==> src/rtl/layer_pkg.sv <==
// layer_pkg: op codes, FSM encoding and defaults
// shared by the layer configuration controller slice.
package layer_pkg;

  localparam int DEF_LEVEL_W = 8;

  localparam logic [1:0] OP_SET_LEVEL  = 2'd0;
  localparam logic [1:0] OP_SET_ENABLE = 2'd1;
  localparam logic [1:0] OP_FRONT      = 2'd2;
  localparam logic [1:0] OP_BACK       = 2'd3;

  typedef enum logic [1:0] {
    S_IDLE,
    S_SCAN,
    S_WRITE,
    S_COMMIT
  } layer_state_t;

endpackage

==> src/rtl/layer_config_ctrl_if.sv <==
// layer_cmd_if: valid/ready command port from game
// logic into the layer configuration controller.
interface layer_cmd_if
  import layer_pkg::*;
#(
  parameter int IDX_W   = 1,
  parameter int LEVEL_W = DEF_LEVEL_W
);

  logic               cmd_valid;
  logic               cmd_ready;
  logic [1:0]         cmd_op;
  logic [IDX_W-1:0]   cmd_idx;
  logic [LEVEL_W-1:0] cmd_arg;

  modport master (
    output cmd_valid,
    output cmd_op,
    output cmd_idx,
    output cmd_arg,
    input  cmd_ready
  );

  modport slave (
    input  cmd_valid,
    input  cmd_op,
    input  cmd_idx,
    input  cmd_arg,
    output cmd_ready
  );

endinterface

==> src/rtl/level_scan.sv <==
// level_scan: walks the shadow levels one entry per
// cycle and keeps the max (front) or min (back).
module level_scan
  import layer_pkg::*;
#(
  parameter int WIDTH   = 2,
  parameter int LEVEL_W = DEF_LEVEL_W,
  parameter int IDX_W   = 1
) (
  input  logic                            clock,
  input  logic                            reset,
  input  logic                            start,
  input  logic                            front,
  input  logic [IDX_W-1:0]                skip,
  input  logic [WIDTH-1:0][LEVEL_W-1:0]   levels,
  output logic [LEVEL_W-1:0]              ext,
  output logic                            found,
  output logic                            done
);

  localparam logic [IDX_W-1:0] LAST = IDX_W'(WIDTH - 1);

  logic             busy;
  logic [IDX_W-1:0] cnt;
  logic [LEVEL_W-1:0] cur;
  logic             better;

  always_comb begin
    cur = levels[0];
    for (int i = 0; i < WIDTH; i++) begin
      if (cnt == IDX_W'(i)) cur = levels[i];
    end
  end

  assign better = front ? (cur > ext) : (cur < ext);
  assign done   = busy && (cnt == LAST);

  always_ff @(posedge clock or posedge reset) begin
    if (reset) begin
      busy  <= 1'b0;
      cnt   <= '0;
      ext   <= '0;
      found <= 1'b0;
    end else if (start) begin
      busy  <= 1'b1;
      cnt   <= '0;
      found <= 1'b0;
    end else if (busy) begin
      if (cnt != skip && (!found || better)) begin
        ext   <= cur;
        found <= 1'b1;
      end
      cnt <= cnt + IDX_W'(1);
      if (cnt == LAST) busy <= 1'b0;
    end
  end

endmodule

==> src/rtl/layer_config_ctrl.sv <==
// layer_config_ctrl: shadow/active layer bank with
// frame-synchronous commit and front/back reordering.
module layer_config_ctrl
  import layer_pkg::*;
#(
  parameter int WIDTH   = 2,
  parameter int LEVEL_W = DEF_LEVEL_W,
  parameter int IDX_W   = (WIDTH > 1) ? $clog2(WIDTH) : 1
) (
  input  logic                     clock,
  input  logic                     reset,
  input  logic                     frame_start,
  layer_cmd_if.slave               cmd,
  output logic [WIDTH*LEVEL_W-1:0] level_out,
  output logic [WIDTH-1:0]         enable_out,
  output logic                     commit_done,
  output logic                     cmd_err,
  output logic                     cmd_sat
);

  localparam logic [1:0] ST_IDLE   = S_IDLE;
  localparam logic [1:0] ST_SCAN   = S_SCAN;
  localparam logic [1:0] ST_WRITE  = S_WRITE;
  localparam logic [1:0] ST_COMMIT = S_COMMIT;

  logic [1:0] state;
  logic       pending;
  logic [IDX_W-1:0] tgt;
  logic       tgt_front;

  logic [WIDTH-1:0][LEVEL_W-1:0] sh_lvl;
  logic [WIDTH-1:0][LEVEL_W-1:0] act_lvl;
  logic [WIDTH-1:0]              sh_en;
  logic [WIDTH-1:0]              act_en;

  logic               accept;
  logic               idx_ok;
  logic               start;
  logic [LEVEL_W-1:0] ext;
  logic               found;
  logic               scan_done;
  logic [LEVEL_W-1:0] new_lvl;
  logic               sat;

  assign cmd.cmd_ready = (state == ST_IDLE);
  assign accept = cmd.cmd_valid && cmd.cmd_ready;
  assign idx_ok = int'(cmd.cmd_idx) < WIDTH;
  assign start  = accept && idx_ok && cmd.cmd_op[1];

  assign level_out  = act_lvl;
  assign enable_out = act_en;

  level_scan #(
    .WIDTH   (WIDTH),
    .LEVEL_W (LEVEL_W),
    .IDX_W   (IDX_W)
  ) u_scan (
    .clock  (clock),
    .reset  (reset),
    .start  (start),
    .front  (tgt_front),
    .skip   (tgt),
    .levels (sh_lvl),
    .ext    (ext),
    .found  (found),
    .done   (scan_done)
  );

  // Clip at the range limits instead of wrapping.
  always_comb begin
    new_lvl = ext;
    sat     = 1'b0;
    if (tgt_front) begin
      if (&ext) sat = 1'b1;
      else new_lvl = ext + LEVEL_W'(1);
    end else begin
      if (ext == '0) sat = 1'b1;
      else new_lvl = ext - LEVEL_W'(1);
    end
  end

  always_ff @(posedge clock or posedge reset) begin
    if (reset) begin
      state       <= ST_IDLE;
      pending     <= 1'b0;
      tgt         <= '0;
      tgt_front   <= 1'b0;
      commit_done <= 1'b0;
      cmd_err     <= 1'b0;
      cmd_sat     <= 1'b0;
      sh_en       <= '0;
      act_en      <= '0;
      for (int i = 0; i < WIDTH; i++) begin
        sh_lvl[i]  <= LEVEL_W'(i);
        act_lvl[i] <= LEVEL_W'(i);
      end
    end else begin
      commit_done <= 1'b0;
      cmd_err     <= 1'b0;
      cmd_sat     <= 1'b0;
      unique case (state)
        ST_IDLE: begin
          if (frame_start) begin
            act_lvl     <= sh_lvl;
            act_en      <= sh_en;
            commit_done <= 1'b1;
          end
          if (accept) begin
            if (!idx_ok) begin
              cmd_err <= 1'b1;
            end else if (cmd.cmd_op == OP_SET_LEVEL) begin
              for (int i = 0; i < WIDTH; i++)
                if (int'(cmd.cmd_idx) == i)
                  sh_lvl[i] <= cmd.cmd_arg;
            end else if (cmd.cmd_op == OP_SET_ENABLE) begin
              for (int i = 0; i < WIDTH; i++)
                if (int'(cmd.cmd_idx) == i)
                  sh_en[i] <= cmd.cmd_arg[0];
            end else begin
              tgt       <= cmd.cmd_idx;
              tgt_front <= (cmd.cmd_op == OP_FRONT);
              state     <= ST_SCAN;
            end
          end
        end
        ST_SCAN: begin
          if (frame_start) pending <= 1'b1;
          if (scan_done) state <= ST_WRITE;
        end
        ST_WRITE: begin
          if (found) begin
            for (int i = 0; i < WIDTH; i++)
              if (int'(tgt) == i) sh_lvl[i] <= new_lvl;
          end
          cmd_sat <= found && sat;
          pending <= pending || frame_start;
          state   <= (pending || frame_start) ?
                     ST_COMMIT : ST_IDLE;
        end
        ST_COMMIT: begin
          act_lvl     <= sh_lvl;
          act_en      <= sh_en;
          commit_done <= 1'b1;
          pending     <= 1'b0;
          state       <= ST_IDLE;
        end
        default: state <= ST_IDLE;
      endcase
    end
  end

endmodule

==> src/flat_wrapper.sv <==
// flat-port wrapper written by rule: the top's interface ports become plain ports
module layer_config_ctrl_flat import layer_pkg::*;
#(
  parameter int WIDTH   = 2,
  parameter int LEVEL_W = DEF_LEVEL_W,
  parameter int IDX_W   = (WIDTH > 1) ? $clog2(WIDTH) : 1
)
  (clock, reset, frame_start, level_out, enable_out, commit_done, cmd_err, cmd_sat, cmd_cmd_valid, cmd_cmd_op, cmd_cmd_idx, cmd_cmd_arg, cmd_cmd_ready);
  layer_cmd_if #(.IDX_W(IDX_W), .LEVEL_W(LEVEL_W)) cmd_i ();
  input  logic clock;
  input  logic reset;
  input  logic frame_start;
  output logic [WIDTH*LEVEL_W-1:0] level_out;
  output logic [WIDTH-1:0] enable_out;
  output logic commit_done;
  output logic cmd_err;
  output logic cmd_sat;
  input wire logic [$bits(cmd_i.cmd_valid)-1:0] cmd_cmd_valid;
  input wire logic [$bits(cmd_i.cmd_op)-1:0] cmd_cmd_op;
  input wire logic [$bits(cmd_i.cmd_idx)-1:0] cmd_cmd_idx;
  input wire logic [$bits(cmd_i.cmd_arg)-1:0] cmd_cmd_arg;
  output wire logic [$bits(cmd_i.cmd_ready)-1:0] cmd_cmd_ready;
  assign cmd_i.cmd_valid = cmd_cmd_valid;
  assign cmd_i.cmd_op = cmd_cmd_op;
  assign cmd_i.cmd_idx = cmd_cmd_idx;
  assign cmd_i.cmd_arg = cmd_cmd_arg;
  assign cmd_cmd_ready = cmd_i.cmd_ready;
  layer_config_ctrl #(.WIDTH(WIDTH), .LEVEL_W(LEVEL_W), .IDX_W(IDX_W)) u_core (.clock(clock), .reset(reset), .frame_start(frame_start), .cmd(cmd_i), .level_out(level_out), .enable_out(enable_out), .commit_done(commit_done), .cmd_err(cmd_err), .cmd_sat(cmd_sat));
endmodule
==> config.mk <==
export PLATFORM = sky130hd
export DESIGN_NAME = layer_config_ctrl_flat
export DESIGN_NICKNAME = d
export VERILOG_FILES = /design/src/rtl/layer_pkg.sv /design/src/rtl/layer_config_ctrl_if.sv /design/src/rtl/level_scan.sv /design/src/rtl/layer_config_ctrl.sv /design/src/flat_wrapper.sv
export SDC_FILE = /design/constraint.sdc
export NUM_CORES = 1
export LEC_CHECK = 0
export ABC_AREA = 1
export BUFFER_PORTS_ARGS = -buffer_cell sky130_fd_sc_hd__buf_4
export CORE_MARGIN = 5
export CORE_UTILIZATION = 50
export CTS_BUF_LIST = sky130_fd_sc_hd__clkbuf_16
export DETAILED_ROUTE_END_ITERATION = 12
export PLACE_DENSITY = 0.7
export SYNTH_ARGS = -nofsm -noshare
export SYNTH_HDL_FRONTEND = slang
export SYNTH_SLANG_ARGS = --single-unit
==> constraint.sdc <==
create_clock -name clock -period 2.7 [get_ports clock]
set_clock_uncertainty 0.2 [all_clocks]
set_input_delay 0.27 -clock clock [delete_from_list [all_inputs] [get_ports clock]]
set_output_delay 0.27 -clock clock [all_outputs]
set_load 0.02 [all_outputs]
# After elaboration in Yosys (flattened, before gate mapping)
# Index checks and enable logic that the tools add are counted.
# classes
n_addsub	3
magnitude_cmp	2
eq_ne	18
mux	39
n_bitwise	4
n_reduce_logical	27
# ops
operator	count
$mux W16	4
$mux W8	8
$pmux W16 S2	2
$ne A2 B2 Y1 const B	10
$mux W1	15
$mux W2	6
$reduce_and A6 Y1	2
$reduce_and A5 Y1	2
$add A8 B1 Y8 const B	1
$gt A8 B8 Y1	1
$logic_not A8 Y1	1
$lt A8 B8 Y1	1
$pmux W2 S4	1
$reduce_and A4 Y1	2
$reduce_and A8 Y1	1
$reduce_bool A2 Y1	4
$sub A8 B1 Y8 const B	1
$eq A2 B2 Y1 const B	3
$reduce_and A2 Y1	3
$logic_and A1 B1 Y1	5
$eq A2 B1 Y1 const B	2
$logic_not A2 Y1	2
$ne A2 B1 Y1 const B	2
$not A1 Y1	4
other kinds (9)	10
# word_totals
regBits	54
output_inout_bits	22

# Longest topological paths before layout
# Gate-level depths: netlist of run 1.
# depth
depth_word	8
depth_mapped	16

# Cells and area by module
# Synthesis of run 1 repeated with hierarchy kept, for this count alone.
# unflattened
cells_unflattened	389
area_unflattened_um2	3235.6
# by_module_without_submodules
mod	n_inst	cells_each	area_per_inst_um2	seq_area_each_um2
layer_config_ctrl	1	288	2427.3	1078.5
level_scan	1	101	808.3	275.3

# Worst setup path after synthesis of run 1
# No wires, ideal clock.
# synth_timing
path_kind	reg-to-reg
startpoint	register u_core.u_scan.cnt
endpoint	register u_core.u_scan.found
setup_time_ps	120
t_arrival_ps	1779
path_slack_ps	601
stages_incl_launch_ff	15
synth_period_minus_slack_ps	2099
cell_sequence	dfrtp_1 buf_2 nand2_1 o21ai_0 ha_1 nand2_1 nand2_1 nand2_1 nand2_1 nand2_1 nand2_1 nand2_1 nand3_2 nand2_4 nand2_1
# synth_between
elab_chain_len	7
word_cells_on_any_way	9
cone_classes	order compare: 2; eq/ne: 1; mux: 2; reduce/logical: 4
# synth_lines
element	line_no	source
start, declared	level_scan.sv:24	logic [IDX_W-1:0] cnt;
start signal, assigned	level_scan.sv:53	cnt <= cnt + IDX_W'(1);
$mux W8 (*)	level_scan.sv:31	if (cnt == IDX_W'(i)) cur = levels[i];
net u_core.u_scan.cur[1]	level_scan.sv:25	logic [LEVEL_W-1:0] cur;
$lt A8 B8 Y1 or $gt A8 B8 Y1 (tied branches)	level_scan.sv:35	assign better = front ? (cur > ext) : (cur < ext);
$mux W1 (*)	level_scan.sv:35	
$logic_or A1 B1 Y1 (*)	level_scan.sv:49	if (cnt != skip && (!found || better)) begin
$logic_and A1 B1 Y1 (*)	level_scan.sv:49	
$reduce_bool A2 Y1 (no source line) (*)	n/a	
$reduce_and A2 Y1 (no source line) (*)	n/a	
end signal, assigned	level_scan.sv:43	found <= 1'b0;
end signal, assigned	level_scan.sv:47	found <= 1'b0;
end signal, assigned	level_scan.sv:51	found <= 1'b1;
end, declared	level_scan.sv:17	output logic found,
# The timed path passes the listed nets; every way through them passes the cells marked *.
# A chain may end at the register's enable or synchronous reset.

# Worst setup path in the final report of run 1
# layout_timing
startpoint	register u_core.u_scan.cnt
endpoint	register u_core.u_scan.ext[3]
# layout_between
elab_chain_len	6
word_cells_on_any_way	8
cone_classes	order compare: 2; eq/ne: 1; mux: 2; reduce/logical: 3
# layout_lines
element	line_no	source
$mux W8 (*)	level_scan.sv:31	
net u_core.u_scan.cur[2]	level_scan.sv:25	
$lt A8 B8 Y1 or $gt A8 B8 Y1 (tied branches)	level_scan.sv:35	
$mux W1 (*)	level_scan.sv:35	
$logic_or A1 B1 Y1 (*)	level_scan.sv:49	
$logic_and A1 B1 Y1 (*)	level_scan.sv:49	
$reduce_and A3 Y1 (no source line) (*)	n/a	
end signal, assigned	level_scan.sv:50	ext <= cur;
end, declared	level_scan.sv:16	output logic [LEVEL_W-1:0] ext,
# Marked as above.

==> results of run 1 <==
per-layer routing:
layer	routed length [um]	track usage [%]	part of all wire, %	vias up
met5	0	0	0	-
met4	95	4.47	1.3	0
met3	342	3.74	4.7	9
met2	3540	32.4	48	68
met1	3340	28.4	46	1255
li1	-	-	-	1320
cell usage in the layout, fill, tap and decap left out, types with 3 or more instances in the layout:
cell,n
sky130_fd_sc_hd__nand2_1,116
sky130_fd_sc_hd__dfrtp_1,51
sky130_fd_sc_hd__nand3_1,42
sky130_fd_sc_hd__buf_4,39
sky130_fd_sc_hd__inv_1,33
sky130_fd_sc_hd__nor2_1,18
sky130_fd_sc_hd__ha_1,16
sky130_fd_sc_hd__o21ai_0,15
sky130_fd_sc_hd__mux2_2,11
sky130_fd_sc_hd__a21oi_1,11
sky130_fd_sc_hd__o21ai_1,8
sky130_fd_sc_hd__or2_2,6
sky130_fd_sc_hd__nand3_2,5
sky130_fd_sc_hd__inv_2,5
sky130_fd_sc_hd__clkbuf_16,5
sky130_fd_sc_hd__mux2_1,4
sky130_fd_sc_hd__o21ai_2,3
sky130_fd_sc_hd__xor2_1,3
state kept, by name, summed over array words and instances (netlist names), 2 cells and up:
register,flops
u_core.state,2
u_core.sh_lvl,16
u_core.enable_out,2
u_core.sh_en,2
u_core.u_scan.ext,8
u_core.level_out,16
power by group through the flow:
stage	combinational (mW)	clock, mW	sequential [mW]
after floorplan	1.89	0	1.59
after global placement	2.61	0	1.56
after detailed placement	2.67	0	1.57
after CTS	2.69	0.744	1.56
after global routing	3.03	0.784	1.61
final	2.67	0.732	1.56
tightest hold or removal path, stage by stage:
cell and delay, ns:
sky130_fd_sc_hd__buf_4 0.11, sky130_fd_sc_hd__nand2_1 0.08, sky130_fd_sc_hd__a21oi_1 0.06
stage by stage:
stage,cell area (um2),total power [mW]
floorplan,3170,3.48
global placement,3500,4.17
detailed placement,3500,4.24
CTS,3690,4.99
global route,3690,5.43
finish,3690,4.96
timing repair:
action,in CTS,in global routing
setup buffers,0,0
endpoints found under the setup margin,0,9
resized for setup,0,1
hold buffers,2,0
endpoints found under the hold margin,36,0
worst max path at each step:
stage                           start                   end  slack (ns)  cells after the start
floorplan           u_core.u_scan.cnt   u_core.u_scan.found        0.60                     14
global placement    u_core.u_scan.cnt  u_core.u_scan.ext[2]        0.32                     16
finish              u_core.u_scan.cnt  u_core.u_scan.ext[3]        0.32                     13
global route        u_core.u_scan.cnt  u_core.u_scan.ext[5]        0.02                     16
CTS                 u_core.u_scan.cnt  u_core.u_scan.ext[3]        0.17                     16
detailed placement  u_core.u_scan.cnt  u_core.u_scan.ext[3]        0.22                     16
cell families after synthesis:
kind of cell,Yosys count
buffers and inverters,48
multiplexers,15
flip-flops,54
AND/OR/NAND/NOR,197
other,1
XOR/XNOR,5
adder cells (fa/ha/maj),16
AO/OA/AOI/OAI,45
layout make-up:
class                           count  area [um2]
Clock inverter                      3        42.5
Sequential cell                    54        1360
Timing Repair Buffer               41         313
Fill cell                         566        2550
Inverter                           40         153
Multi-Input combinational cell    279        1610
Clock buffer                        5         125
Tap cell                           77        96.3
==> impl_metrics.prom, run 1 <==
# TYPE chip_impl_metric gauge
chip_impl_metric{name="postSynthRegisterBits",unit=""} 54
chip_impl_metric{name="synth.cell_area",unit="um2"} 3170
chip_impl_metric{name="crit_fanout",unit=""} 13
chip_impl_metric{name="synthAdderAreaFrac",unit="%"} 6.32
chip_impl_metric{name="setup_viol_count_final",unit=""} 0
chip_impl_info{name="critical_path.startpoint_type",value="flip-flop"} 1
chip_impl_metric{name="routed_via_density",unit=""} 5.31
chip_impl_metric{name="clock_sinks",unit=""} 54
chip_impl_metric{name="post_route_core_utilization",unit="%"} 59.2
chip_impl_metric{name="clkTransAtPathRegs",unit="ns"} 0.07
chip_impl_info{name="flip_flop_cell_with_the_highest_count_after_synthesis",value="sky130_fd_sc_hd__dfrtp_1"} 1
chip_impl_metric{name="required",unit="ns"} 2.72
chip_impl_metric{name="final_slew_violations",unit=""} 0
chip_impl_metric{name="power_share_of_the_combinational_group",unit="%"} 53.8
chip_impl_info{name="worstHoldEndpoint",value="u_core.commit_done"} 1
chip_impl_metric{name="num_rows",unit=""} 29
chip_impl_info{name="yosys.cell_count.top_type",value="sky130_fd_sc_hd__nand2_1"} 1
chip_impl_metric{name="sequential_power_share",unit="%"} 31.4
chip_impl_metric{name="maximum_number_of_buffers_from_clock_root_to_sink",unit=""} 2
chip_impl_metric{name="p_leak",unit="nW"} 1.90
chip_impl_metric{name="syn_to_final_growth",unit="%"} 16.6
chip_impl_info{name="synth_largest_area_cell",value="sky130_fd_sc_hd__dfrtp_1"} 1
chip_impl_metric{name="maximum_number_of_pins_on_one_net_before_global_route_repair",unit=""} 39
chip_impl_metric{name="reg2regPathDepth",unit=""} 13
chip_impl_metric{name="clk-insertion-delay-late",unit="ns"} 0.29
chip_impl_metric{name="dieArea",unit="um2"} 8020
chip_impl_metric{name="switching_share",unit="%"} 45.7
chip_impl_metric{name="grt_first_pass_wirelength",unit="mm"} 12.5
chip_impl_metric{name="fin_worst_hold_slack",unit="ns"} 0.0637
chip_impl_metric{name="number_of_antenna_violations_at_the_first_check_in_global_routing",unit=""} 0
chip_impl_metric{name="antenna_left",unit=""} 0
chip_impl_metric{name="post-route-drc-count",unit=""} 0
chip_impl_info{name="ctsRootBufferMaster",value="sky130_fd_sc_hd__clkbuf_16"} 1
chip_impl_info{name="regToRegEndpoint",value="u_core.u_scan.ext[3]"} 1
chip_impl_metric{name="count_of_maximum_capacitance_violations",unit=""} 0
chip_impl_metric{name="core_area",unit="um2"} 6240
chip_impl_metric{name="yosysSeqAreaShare",unit="%"} 42.8
chip_impl_metric{name="power.switching",unit="mW"} 2.27
chip_impl_metric{name="power.density",unit="nW/um2"} 1340
chip_impl_metric{name="synthMuxAreaShare",unit="%"} 5.34
chip_impl_metric{name="asyncSetResetFlopFracSynth",unit="%"} 100
chip_impl_metric{name="post-route-period-util",unit="%"} 88.1
chip_impl_info{name="endpoint_class_of_the_critical_path",value="flip-flop"} 1
chip_impl_info{name="critical_path.cell_chain",value="o21ai_0 -> ha_1 -> nand2_1 -> inv_1 -> nand2_1 -> nand2_1 -> nand2_1 -> nand2_1 -> nand2_1 -> nand3_2 -> nand2_4 -> nand2_1 -> nand2_1"} 1
chip_impl_metric{name="synth_cell_types",unit=""} 38
chip_impl_metric{name="worstPathArrival",unit="ns"} 2.40
chip_impl_info{name="rsz_0062_raised_after_global_routing",value="no"} 1
chip_impl_metric{name="hold_depth",unit=""} 3
chip_impl_metric{name="finalNetCount",unit=""} 452
chip_impl_metric{name="part_of_the_power_in_the_clock_network",unit="%"} 14.8
chip_impl_metric{name="place_inst",unit=""} 489
chip_impl_info{name="hp-start",value="frame_start"} 1
chip_impl_info{name="worstSetupPathType",value="reg -> reg"} 1
chip_impl_metric{name="insertedDiodeCount",unit=""} 0
chip_impl_info{name="cts_tree",value="done"} 1
chip_impl_metric{name="placement.setup.worst_slack",unit="ns"} 0.216
chip_impl_info{name="path_delay_family",value="simple AND/OR/NAND/NOR gates"} 1
chip_impl_metric{name="synth_top_area_share",unit="%"} 41.1
chip_impl_metric{name="timing_hold_violations_final",unit=""} 0
chip_impl_info{name="synthTopCellsByArea",value="sky130_fd_sc_hd__dfrtp_1 (41%), sky130_fd_sc_hd__nand2_1 (14%), sky130_fd_sc_hd__nand3_1 (6.6%)"} 1
chip_impl_metric{name="global_route.overflow_total",unit=""} 0
chip_impl_metric{name="drt-total-wl",unit="mm"} 7.32
chip_impl_metric{name="synth_compound_gate_area_share",unit="%"} 8.85
chip_impl_metric{name="detailedRoute.firstIterationViolations",unit=""} 109
chip_impl_info{name="dominant_combinational_cell_family_by_area_after_synthesis",value="simple AND/OR/NAND/NOR gates"} 1
chip_impl_metric{name="htree_num_levels",unit=""} 2
chip_impl_metric{name="finish.cell_count_without_fillers",unit=""} 499
chip_impl_metric{name="die_width",unit="um"} 89.6
chip_impl_info{name="rr_startpoint",value="u_core.u_scan.cnt"} 1
chip_impl_metric{name="detailed_place_hpwl",unit="mm"} 5.70
chip_impl_metric{name="fmax",unit="GHz"} 0.420
chip_impl_metric{name="post_synth_xor_area_fraction",unit="%"} 1.38
chip_impl_metric{name="slew_worst_pin",unit="ns"} 0.805
chip_impl_metric{name="port_buffers",unit=""} 35
chip_impl_metric{name="timing.slew.headroom",unit="%"} 46.2
chip_impl_info{name="slowest_stage",value="sky130_fd_sc_hd__dfrtp_2"} 1
chip_impl_info{name="crit_path_frequent_cell",value="sky130_fd_sc_hd__nand2_1"} 1
chip_impl_metric{name="die_h",unit="um"} 89.6
chip_impl_metric{name="timing.critical_path.buf_inv",unit=""} 1
chip_impl_metric{name="period_needed",unit="ns"} 2.38
chip_impl_metric{name="dr_total_vias",unit=""} 2652
chip_impl_info{name="worstHoldPathType",value="in -> reg"} 1
chip_impl_metric{name="regToRegSetupSlack",unit="ns"} 0.32
chip_impl_metric{name="synth.avg_cell_area",unit="um2"} 8.31
chip_impl_metric{name="start_util",unit="%"} 50.7
chip_impl_metric{name="via_count_of_the_first_global_routing_pass",unit=""} 2539
chip_impl_metric{name="power.ir.vdd_worst",unit="mV"} 0.744
chip_impl_metric{name="postLayoutSetupSlackWorst",unit="ns"} 0.320
chip_impl_metric{name="finalWeightedCongestion",unit=""} 0.963
chip_impl_metric{name="finalSetupTns",unit="ns"} 0
chip_impl_info{name="netlist_top_cells_count",value="sky130_fd_sc_hd__nand2_1 (116), sky130_fd_sc_hd__dfrtp_1 (52), sky130_fd_sc_hd__nand3_1 (42)"} 1
chip_impl_metric{name="share_of_post_route_cells_with_drive_strength_above_1",unit="%"} 21.3
chip_impl_metric{name="post_synth_inst_count",unit=""} 381
chip_impl_metric{name="yosysWarnings",unit=""} 0
chip_impl_metric{name="slowest_delay",unit="ns"} 0.49
chip_impl_metric{name="synth-simple-area-share",unit="%"} 28.8
chip_impl_metric{name="synth-edff-count",unit=""} 0
chip_impl_metric{name="synthesis.nets",unit=""} 412
chip_impl_metric{name="num_ports",unit=""} 37
chip_impl_metric{name="global_route.usage.total",unit="%"} 20.2
chip_impl_metric{name="avgRoutedWirePerCell",unit="um"} 14.7
chip_impl_metric{name="internal_power",unit="mW"} 2.69
chip_impl_metric{name="numCtsBuffers",unit=""} 5
chip_impl_info{name="outcome",value="finished, final reports clean"} 1
chip_impl_metric{name="drt_pass1_iterations",unit=""} 4
Power figures use the tool's default switching activity.
==> inputs of run 2 (changes only) <==
--- a/config.mk
+++ b/config.mk
@@ -6,12 +6,12 @@
 export NUM_CORES = 1
 export LEC_CHECK = 0
 export ABC_AREA = 1
-export BUFFER_PORTS_ARGS = -buffer_cell sky130_fd_sc_hd__buf_4
 export CORE_MARGIN = 5
-export CORE_UTILIZATION = 50
+export CORE_UTILIZATION = 60
 export CTS_BUF_LIST = sky130_fd_sc_hd__clkbuf_16
 export DETAILED_ROUTE_END_ITERATION = 12
-export PLACE_DENSITY = 0.7
+export DONT_BUFFER_PORTS = 1
+export PLACE_DENSITY = 0.76
 export SYNTH_ARGS = -nofsm -noshare
 export SYNTH_HDL_FRONTEND = slang
 export SYNTH_SLANG_ARGS = --single-unit
==> impl_metrics.prom, run 2 (synthesis results as in run 1) <==
# TYPE chip_impl_metric gauge
chip_impl_metric{name="antenna_left",unit=""} 0
chip_impl_info{name="worstSetupStartpoint",value="u_core.u_scan.cnt"} 1
chip_impl_metric{name="num_ports",unit=""} 37
chip_impl_info{name="cts_tree",value="done"} 1
chip_impl_metric{name="worstPathArrival",unit="ns"} 2.53
chip_impl_metric{name="drt_pass1_iterations",unit=""} 4
chip_impl_metric{name="grt_first_pass_wirelength",unit="mm"} 11.6
chip_impl_metric{name="power.ir.vdd_worst",unit="mV"} 0.997
chip_impl_metric{name="cts_setup_buffers",unit=""} 0
chip_impl_info{name="outcome",value="finished, final reports clean"} 1
chip_impl_metric{name="layout.area.seq",unit="um2"} 1350
chip_impl_metric{name="detailedRoute.firstIterationViolations",unit=""} 171
chip_impl_metric{name="power.switching",unit="mW"} 2.23
chip_impl_metric{name="finalWeightedCongestion",unit=""} 0.898
chip_impl_metric{name="drt-total-wl",unit="mm"} 7.13
chip_impl_metric{name="routed_via_density",unit=""} 5.53
chip_impl_metric{name="setup_viol_count_final",unit=""} 0
chip_impl_metric{name="via_count_of_the_first_global_routing_pass",unit=""} 2517
chip_impl_metric{name="fin_worst_hold_slack",unit="ns"} 0.0171
chip_impl_metric{name="sequential_power_share",unit="%"} 36.1
chip_impl_metric{name="global_route.overflow_total",unit=""} 0
chip_impl_info{name="rsz_0062_raised_after_global_routing",value="no"} 1
chip_impl_metric{name="hold_depth",unit=""} 3
chip_impl_metric{name="internal_power",unit="mW"} 2.53
chip_impl_metric{name="htree_num_levels",unit=""} 2
chip_impl_metric{name="clk-insertion-delay-late",unit="ns"} 0.29
chip_impl_metric{name="share_of_post_route_cells_with_drive_strength_above_1",unit="%"} 14.5
chip_impl_metric{name="slew_worst_pin",unit="ns"} 0.942
chip_impl_metric{name="power.density",unit="nW/um2"} 1370
chip_impl_info{name="most_frequent_standard_cell_in_the_layout_excluding_fill_and_tap_cells",value="sky130_fd_sc_hd__nand2_1"} 1
chip_impl_metric{name="power_share_of_the_combinational_group",unit="%"} 48.6
chip_impl_metric{name="crit_fanout",unit=""} 11
chip_impl_info{name="endpoint_class_of_the_critical_path",value="flip-flop"} 1
chip_impl_metric{name="clock_sinks",unit=""} 54
chip_impl_metric{name="final_slew_violations",unit=""} 0
chip_impl_metric{name="count_of_maximum_capacitance_violations",unit=""} 0
chip_impl_metric{name="number_of_antenna_violations_at_the_first_check_in_global_routing",unit=""} 0
chip_impl_metric{name="numCtsBuffers",unit=""} 5
chip_impl_info{name="globalRoute.busiestLayer",value="met2"} 1
chip_impl_metric{name="num_rows",unit=""} 26
chip_impl_metric{name="finalSetupTns",unit="ns"} 0
chip_impl_info{name="critical_path.startpoint_type",value="flip-flop"} 1
chip_impl_metric{name="syn_to_final_growth",unit="%"} 10.0
chip_impl_metric{name="global_route.usage.total",unit="%"} 23.0
chip_impl_info{name="hp-start",value="cmd_cmd_arg[4]"} 1
chip_impl_metric{name="required",unit="ns"} 2.73
chip_impl_metric{name="avgRoutedWirePerCell",unit="um"} 15.4
chip_impl_metric{name="finalNetCount",unit=""} 422
chip_impl_info{name="worstSetupPathType",value="reg -> reg"} 1
chip_impl_metric{name="insertedDiodeCount",unit=""} 0
chip_impl_metric{name="multiInputGateArea",unit="um2"} 1620
chip_impl_metric{name="clkTransAtPathRegs",unit="ns"} 0.07
chip_impl_metric{name="die_h",unit="um"} 82.6
chip_impl_metric{name="reg2regPathDepth",unit=""} 14
chip_impl_metric{name="met3_usage_in_global_routing",unit="%"} 5.86
chip_impl_metric{name="port_buffers",unit=""} 0
chip_impl_metric{name="grtUsageMet2",unit="%"} 37.9
chip_impl_metric{name="maximum_number_of_buffers_from_clock_root_to_sink",unit=""} 2
chip_impl_metric{name="fmax",unit="GHz"} 0.400
chip_impl_metric{name="period_needed",unit="ns"} 2.50
chip_impl_metric{name="maximum_number_of_pins_on_one_net_before_global_route_repair",unit=""} 55
chip_impl_info{name="rr_startpoint",value="u_core.u_scan.cnt"} 1
chip_impl_metric{name="core_area",unit="um2"} 5110
chip_impl_info{name="worstHoldPathType",value="in -> reg"} 1
chip_impl_metric{name="n_fill_cell",unit=""} 401
chip_impl_metric{name="switching_share",unit="%"} 46.9
chip_impl_metric{name="part_of_the_power_in_the_clock_network",unit="%"} 15.3
chip_impl_metric{name="detailed_place_hpwl",unit="mm"} 5.25
chip_impl_metric{name="dr_total_vias",unit=""} 2556
chip_impl_metric{name="p_leak",unit="nW"} 1.74
chip_impl_info{name="most-common-layout-cells",value="sky130_fd_sc_hd__nand2_1 (116), sky130_fd_sc_hd__dfrtp_1 (52), sky130_fd_sc_hd__nand3_1 (42)"} 1
chip_impl_metric{name="post-route-period-util",unit="%"} 92.6
chip_impl_metric{name="post-route-drc-count",unit=""} 0
chip_impl_metric{name="use_met1",unit="%"} 27.6
chip_impl_info{name="ctsRootBufferMaster",value="sky130_fd_sc_hd__clkbuf_16"} 1
chip_impl_metric{name="start_util",unit="%"} 62.0
chip_impl_metric{name="timing.slew.headroom",unit="%"} 37.2
chip_impl_metric{name="die_width",unit="um"} 82.6
chip_impl_metric{name="dieArea",unit="um2"} 6830
chip_impl_metric{name="timing_hold_violations_final",unit=""} 0
run 2: worst max-delay path, cell delays in order (launching register included):
cell and delay [ns]:
sky130_fd_sc_hd__dfrtp_1 0.47, sky130_fd_sc_hd__buf_4 0.22, sky130_fd_sc_hd__o21ai_0 0.31, sky130_fd_sc_hd__ha_1 0.29, sky130_fd_sc_hd__nand2_1 0.08, sky130_fd_sc_hd__inv_1 0.04, sky130_fd_sc_hd__nand2_1 0.05, sky130_fd_sc_hd__nand2_1 0.06
sky130_fd_sc_hd__nand2_1 0.09, sky130_fd_sc_hd__nand2_1 0.06, sky130_fd_sc_hd__nand2_1 0.07, sky130_fd_sc_hd__nand3_2 0.18, sky130_fd_sc_hd__nand2_4 0.18, sky130_fd_sc_hd__nand2_1 0.06, sky130_fd_sc_hd__nand2_1 0.06
run 2: cell type report:
| class | count | share of cell area (%) |
|---|---|---|
| Clock buffer | 5 | 3.59 |
| Clock inverter | 3 | 1.22 |
| Inverter | 40 | 4.38 |
| Multi-Input combinational cell | 279 | 46.5 |
| Sequential cell | 54 | 38.9 |
| Tap cell | 70 | 2.52 |
| Timing Repair Buffer | 11 | 2.87 |
run 2: per-layer routing:
metal / up-vias / share of wire (%) / wire (um)
li1: 1256 / - / -
met3: 17 / 6.6 / 470
met2: 85 / 50 / 3560
met1: 1198 / 40 / 2880
met5: - / 0 / 0
met4: 0 / 3.1 / 218
run 2: repair_timing:
action | in CTS | in global routing
endpoints found under the setup margin | 0 | 2
gates resized for setup | 0 | 2
endpoints found under the hold margin | 57 | 0
hold buffers | 7 | 0
run 2: power groups by stage:
stage          Sequential (mW)  Clock [mW]  Combinational [mW]
2_1_floorplan             1.59           0                1.89
3_3_place_gp              1.71           0                2.19
3_5_place_dp              1.73           0                2.26
4_1_cts                   1.72       0.744                2.30
5_1_grt                   1.77       0.771                2.61
6_report                  1.72       0.729                2.31
run 2: worst paths after layout:
kind | to | slack, ns
max in group asynchronous | u_core.level_out[15] | 1.43
max reg2reg | u_core.u_scan.ext[7] | 0.20
min in group asynchronous | u_core.sh_en[0] | 0.42
max | u_core.u_scan.ext[7] | 0.20
min reg2reg | u_core.sh_lvl[8] | 0.28
min | u_core.sh_lvl[4] | 0.02
run 2: metrics by stage:
| step | cells | power, mW | util, % | setup slack (ns) | area [um2] |
|---|---|---|---|---|---|
| after floorplan | 381 | 3.48 | - | 0.601 | 3170 |
| after global placement | 447 | 3.90 | 63.4 | 0.326 | 3240 |
| after detailed placement | 447 | 3.99 | 63.4 | 0.294 | 3240 |
| after CTS | 462 | 4.76 | 68.0 | 0.155 | 3470 |
| after global routing | 462 | 5.15 | 68.2 | 0.00180 | 3480 |
| final | 462 | 4.76 | 68.2 | 0.200 | 3480 |
==> inputs of run 3 (changes only) <==
--- a/config.mk
+++ b/config.mk
@@ -14,4 +14,5 @@
 export PLACE_DENSITY = 0.76
 export SYNTH_ARGS = -nofsm -noshare
 export SYNTH_HDL_FRONTEND = slang
+export SYNTH_HIERARCHICAL = 1
 export SYNTH_SLANG_ARGS = --single-unit
==> impl_metrics.prom, run 3 <==
# TYPE chip_impl_metric gauge
chip_impl_info{name="hp-start",value="frame_start"} 1
chip_impl_metric{name="synth-simple-area-share",unit="%"} 28.2
chip_impl_info{name="cts_tree",value="done"} 1
chip_impl_metric{name="finalWeightedCongestion",unit=""} 0.888
chip_impl_metric{name="internal_power",unit="mW"} 2.45
chip_impl_metric{name="crit_fanout",unit=""} 14
chip_impl_metric{name="dpl_cell_area",unit="um2"} 3290
chip_impl_metric{name="switching_share",unit="%"} 47.2
chip_impl_info{name="ctsRootBufferMaster",value="sky130_fd_sc_hd__clkbuf_16"} 1
chip_impl_metric{name="antenna_left",unit=""} 0
chip_impl_metric{name="drt-total-wl",unit="mm"} 7.31
chip_impl_metric{name="final_design_area_no_fill",unit="um2"} 3480
chip_impl_info{name="most_frequent_standard_cell_in_the_layout_excluding_fill_and_tap_cells",value="sky130_fd_sc_hd__nand2_1"} 1
chip_impl_metric{name="p_leak",unit="nW"} 1.79
chip_impl_metric{name="drt_pass1_iterations",unit=""} 5
chip_impl_metric{name="clock_sinks",unit=""} 54
chip_impl_metric{name="maximum_number_of_pins_on_one_net_before_global_route_repair",unit=""} 25
chip_impl_metric{name="global_route.usage.total",unit="%"} 21.4
chip_impl_metric{name="synth_compound_gate_area_share",unit="%"} 7.04
chip_impl_metric{name="count_of_maximum_capacitance_violations",unit=""} 0
chip_impl_metric{name="postSynthRegisterBits",unit=""} 54
chip_impl_metric{name="core_area",unit="um2"} 5170
chip_impl_info{name="regToRegEndpoint",value="u_core/u_scan/ext[0]"} 1
chip_impl_metric{name="post_synth_xor_area_fraction",unit="%"} 0.541
chip_impl_info{name="dominant_combinational_cell_family_by_area_after_synthesis",value="simple AND/OR/NAND/NOR gates"} 1
chip_impl_metric{name="postLayoutSetupSlackWorst",unit="ns"} 0.153
chip_impl_info{name="rr_startpoint",value="u_core/u_scan/cnt"} 1
chip_impl_metric{name="dr_total_vias",unit=""} 2615
chip_impl_info{name="endpoint_class_of_the_critical_path",value="flip-flop"} 1
chip_impl_metric{name="finish.cell_count_without_fillers",unit=""} 468
chip_impl_metric{name="finalSetupTns",unit="ns"} 0
chip_impl_metric{name="hold_depth",unit=""} 2
chip_impl_metric{name="post-route-drc-count",unit=""} 0
chip_impl_metric{name="synth_cell_types",unit=""} 37
chip_impl_metric{name="synth.avg_cell_area",unit="um2"} 8.32
chip_impl_metric{name="fmax",unit="GHz"} 0.393
chip_impl_metric{name="required",unit="ns"} 2.68
chip_impl_metric{name="start_util",unit="%"} 62.6
chip_impl_metric{name="die_h",unit="um"} 83.4
chip_impl_metric{name="post-route-period-util",unit="%"} 94.3
chip_impl_metric{name="worstPathArrival",unit="ns"} 2.52
chip_impl_metric{name="finalNetCount",unit=""} 427
chip_impl_info{name="rsz_0062_raised_after_global_routing",value="no"} 1
chip_impl_info{name="worstHoldEndpoint",value="u_core/commit_done"} 1
chip_impl_metric{name="number_of_antenna_violations_at_the_first_check_in_global_routing",unit=""} 1
chip_impl_metric{name="grt_first_pass_wirelength",unit="mm"} 12.1
chip_impl_metric{name="power.ir.vdd_worst",unit="mV"} 0.832
chip_impl_metric{name="port_buffers",unit=""} 0
chip_impl_metric{name="share_of_post_route_cells_with_drive_strength_above_1",unit="%"} 15.1
chip_impl_info{name="flip_flop_cell_with_the_highest_count_after_synthesis",value="sky130_fd_sc_hd__dfrtp_1"} 1
chip_impl_metric{name="fin_worst_hold_slack",unit="ns"} 0.0101
chip_impl_info{name="netlist_top_cells_count",value="sky130_fd_sc_hd__nand2_1 (107), sky130_fd_sc_hd__dfrtp_1 (52), sky130_fd_sc_hd__nand3_1 (50)"} 1
chip_impl_metric{name="asyncSetResetFlopFracSynth",unit="%"} 100
chip_impl_metric{name="clkTransAtPathRegs",unit="ns"} 0.07
chip_impl_metric{name="setup_viol_count_final",unit=""} 0
chip_impl_metric{name="place_inst",unit=""} 455
chip_impl_metric{name="power.switching",unit="mW"} 2.19
chip_impl_metric{name="synthMuxAreaShare",unit="%"} 8.35
chip_impl_metric{name="num_rows",unit=""} 26
chip_impl_metric{name="synthAdderAreaFrac",unit="%"} 6.19
chip_impl_metric{name="clk-insertion-delay-late",unit="ns"} 0.29
chip_impl_info{name="synthTopCellsByArea",value="sky130_fd_sc_hd__dfrtp_1 (40%), sky130_fd_sc_hd__nand2_1 (12%), sky130_fd_sc_hd__nand3_1 (7.7%)"} 1
chip_impl_metric{name="slew_worst_pin",unit="ns"} 0.813
chip_impl_metric{name="numCtsBuffers",unit=""} 5
chip_impl_metric{name="detailedRoute.firstIterationViolations",unit=""} 200
chip_impl_metric{name="synth-edff-count",unit=""} 0
chip_impl_metric{name="post_synth_inst_count",unit=""} 389
chip_impl_metric{name="regToRegSetupSlack",unit="ns"} 0.15
chip_impl_metric{name="synthesis.nets",unit=""} 420
chip_impl_metric{name="layout.area.seq",unit="um2"} 1350
chip_impl_info{name="worstHoldPathType",value="in -> reg"} 1
chip_impl_metric{name="timing_hold_violations_final",unit=""} 0
chip_impl_metric{name="routed_via_density",unit=""} 5.59
chip_impl_metric{name="cts_setup_buffers",unit=""} 0
chip_impl_metric{name="multiInputGateArea",unit="um2"} 1630
chip_impl_metric{name="power.density",unit="nW/um2"} 1330
chip_impl_info{name="synth_largest_area_cell",value="sky130_fd_sc_hd__dfrtp_1"} 1
chip_impl_metric{name="synth.cell_area",unit="um2"} 3240
chip_impl_metric{name="htree_num_levels",unit=""} 2
chip_impl_metric{name="avgRoutedWirePerCell",unit="um"} 15.6
chip_impl_metric{name="yosysSeqAreaShare",unit="%"} 41.8
chip_impl_info{name="worstSetupPathType",value="reg -> reg"} 1
chip_impl_metric{name="maximum_number_of_buffers_from_clock_root_to_sink",unit=""} 2
chip_impl_metric{name="dieArea",unit="um2"} 6960
chip_impl_info{name="outcome",value="finished, final reports clean"} 1
chip_impl_info{name="critical_path.startpoint_type",value="flip-flop"} 1
chip_impl_metric{name="detailed_place_hpwl",unit="mm"} 5.56
chip_impl_metric{name="global_route.overflow_total",unit=""} 0
chip_impl_metric{name="final_slew_violations",unit=""} 0
chip_impl_metric{name="synth_top_area_share",unit="%"} 40.2
chip_impl_info{name="yosys.cell_count.top_type",value="sky130_fd_sc_hd__nand2_1"} 1
chip_impl_metric{name="timing.slew.headroom",unit="%"} 45.5
chip_impl_metric{name="reg2regPathDepth",unit=""} 10
chip_impl_metric{name="placement.setup.worst_slack",unit="ns"} 0.212
chip_impl_info{name="most-common-layout-cells",value="sky130_fd_sc_hd__nand2_1 (107), sky130_fd_sc_hd__dfrtp_1 (52), sky130_fd_sc_hd__nand3_1 (50)"} 1
chip_impl_metric{name="syn_to_final_growth",unit="%"} 7.54
chip_impl_metric{name="num_ports",unit=""} 37
chip_impl_metric{name="power_share_of_the_combinational_group",unit="%"} 47.7
chip_impl_metric{name="period_needed",unit="ns"} 2.55
chip_impl_metric{name="n_fill_cell",unit=""} 408
chip_impl_metric{name="sequential_power_share",unit="%"} 38.0
chip_impl_metric{name="die_width",unit="um"} 83.4
chip_impl_metric{name="via_count_of_the_first_global_routing_pass",unit=""} 2442
chip_impl_metric{name="part_of_the_power_in_the_clock_network",unit="%"} 14.3
chip_impl_metric{name="yosysWarnings",unit=""} 6
run 3: changes by cell type in the layout (fill, tap and decap cells not counted), sizes merged, moves of 3 or more:
cell	before	now
inv	40	49
mux2	15	24
o21ai	26	19
nand2	118	112
nand3	47	52
dlygate4sd3	7	4
nor2	23	26
o211ai	3	0
run 3: power by group through the flow:
stage | logic, mW | clock network (mW) | registers, mW
final | 2.21 | 0.661 | 1.76
after global routing | 2.50 | 0.715 | 1.81
after CTS | 2.21 | 0.668 | 1.76
after detailed placement | 2.19 | 0 | 1.77
after global placement | 2.12 | 0 | 1.76
after floorplan | 1.90 | 0 | 1.58
run 3: repair_timing:
item | 4_1_cts | 5_1_grt
hold buffers | 4 | 0
endpoints found under the hold margin | 37 | 0
gates resized for setup | 0 | 0
run 3: final cells by class:
type | count | area share (%)
Multi-Input combinational cell | 279 | 46.9
Sequential cell | 54 | 38.9
Inverter | 48 | 5.25
Clock buffer | 5 | 3.60
Tap cell | 70 | 2.52
Timing Repair Buffer | 8 | 2.01
Clock inverter | 3 | 0.755
Antenna cell | 1 | 0.0719
run 3: metal layers:
layer | up-vias | wire (um) | share of wire [%] | track usage, %
li1 | 1274 | - | - | -
met1 | 1242 | 3210 | 44 | 29.1
met2 | 86 | 3530 | 48 | 34.7
met5 | - | 0 | 0 | 0
met4 | 0 | 150 | 2.1 | 5.56
met3 | 13 | 418 | 5.7 | 4.75
run 3: stage by stage:
| stage | power, mW | utilization [%] |
|---|---|---|
| 5_1_grt | 5.02 | 67.3 |
| 2_1_floorplan | 3.48 | - |
| 3_3_place_gp | 3.88 | 63.5 |
| 4_1_cts | 4.63 | 67.2 |
| 3_5_place_dp | 3.96 | 63.5 |
| 6_report | 4.63 | 67.3 |
run 3: worst max-delay path, cell delays in order, from the launching register on:
cell,delay [ns]
sky130_fd_sc_hd__dfrtp_1,0.66
sky130_fd_sc_hd__mux2_2,0.41
sky130_fd_sc_hd__ha_1,0.29
sky130_fd_sc_hd__a21oi_1,0.15
sky130_fd_sc_hd__nor2_1,0.06
sky130_fd_sc_hd__nor2_2,0.09
sky130_fd_sc_hd__nand3_1,0.13
sky130_fd_sc_hd__nand3_4,0.17
sky130_fd_sc_hd__nand2_4,0.11
sky130_fd_sc_hd__nand2_1,0.10
sky130_fd_sc_hd__nand2_1,0.06
run 3: worst max path at each step:
stage	slack (ns)	to	from
2_1_floorplan	0.47	u_core/u_scan/ext[3]	u_core/u_scan/cnt
3_3_place_gp	0.29	u_core/u_scan/ext[4]	u_core/u_scan/cnt
3_5_place_dp	0.21	u_core/u_scan/ext[3]	u_core/u_scan/cnt
4_1_cts	0.17	u_core/u_scan/ext[0]	u_core/u_scan/cnt
5_1_grt	0.03	u_core/u_scan/ext[0]	u_core/u_scan/cnt
6_report	0.15	u_core/u_scan/ext[0]	u_core/u_scan/cnt
run 3: cell families (layout without fill, tap and decap cells):
| group | Yosys count | count (layout) |
|---|---|---|
| AOI/OAI and AO/OA | 35 | 35 |
| xor gates and xnor gates | 2 | 2 |
| adders and majority gates | 16 | 16 |
| buffers and inverters | 56 | 64 |
| DFF | 54 | 54 |
| muxes | 24 | 24 |
| other | 1 | 2 |
| and+or+nand+nor | 201 | 201 |
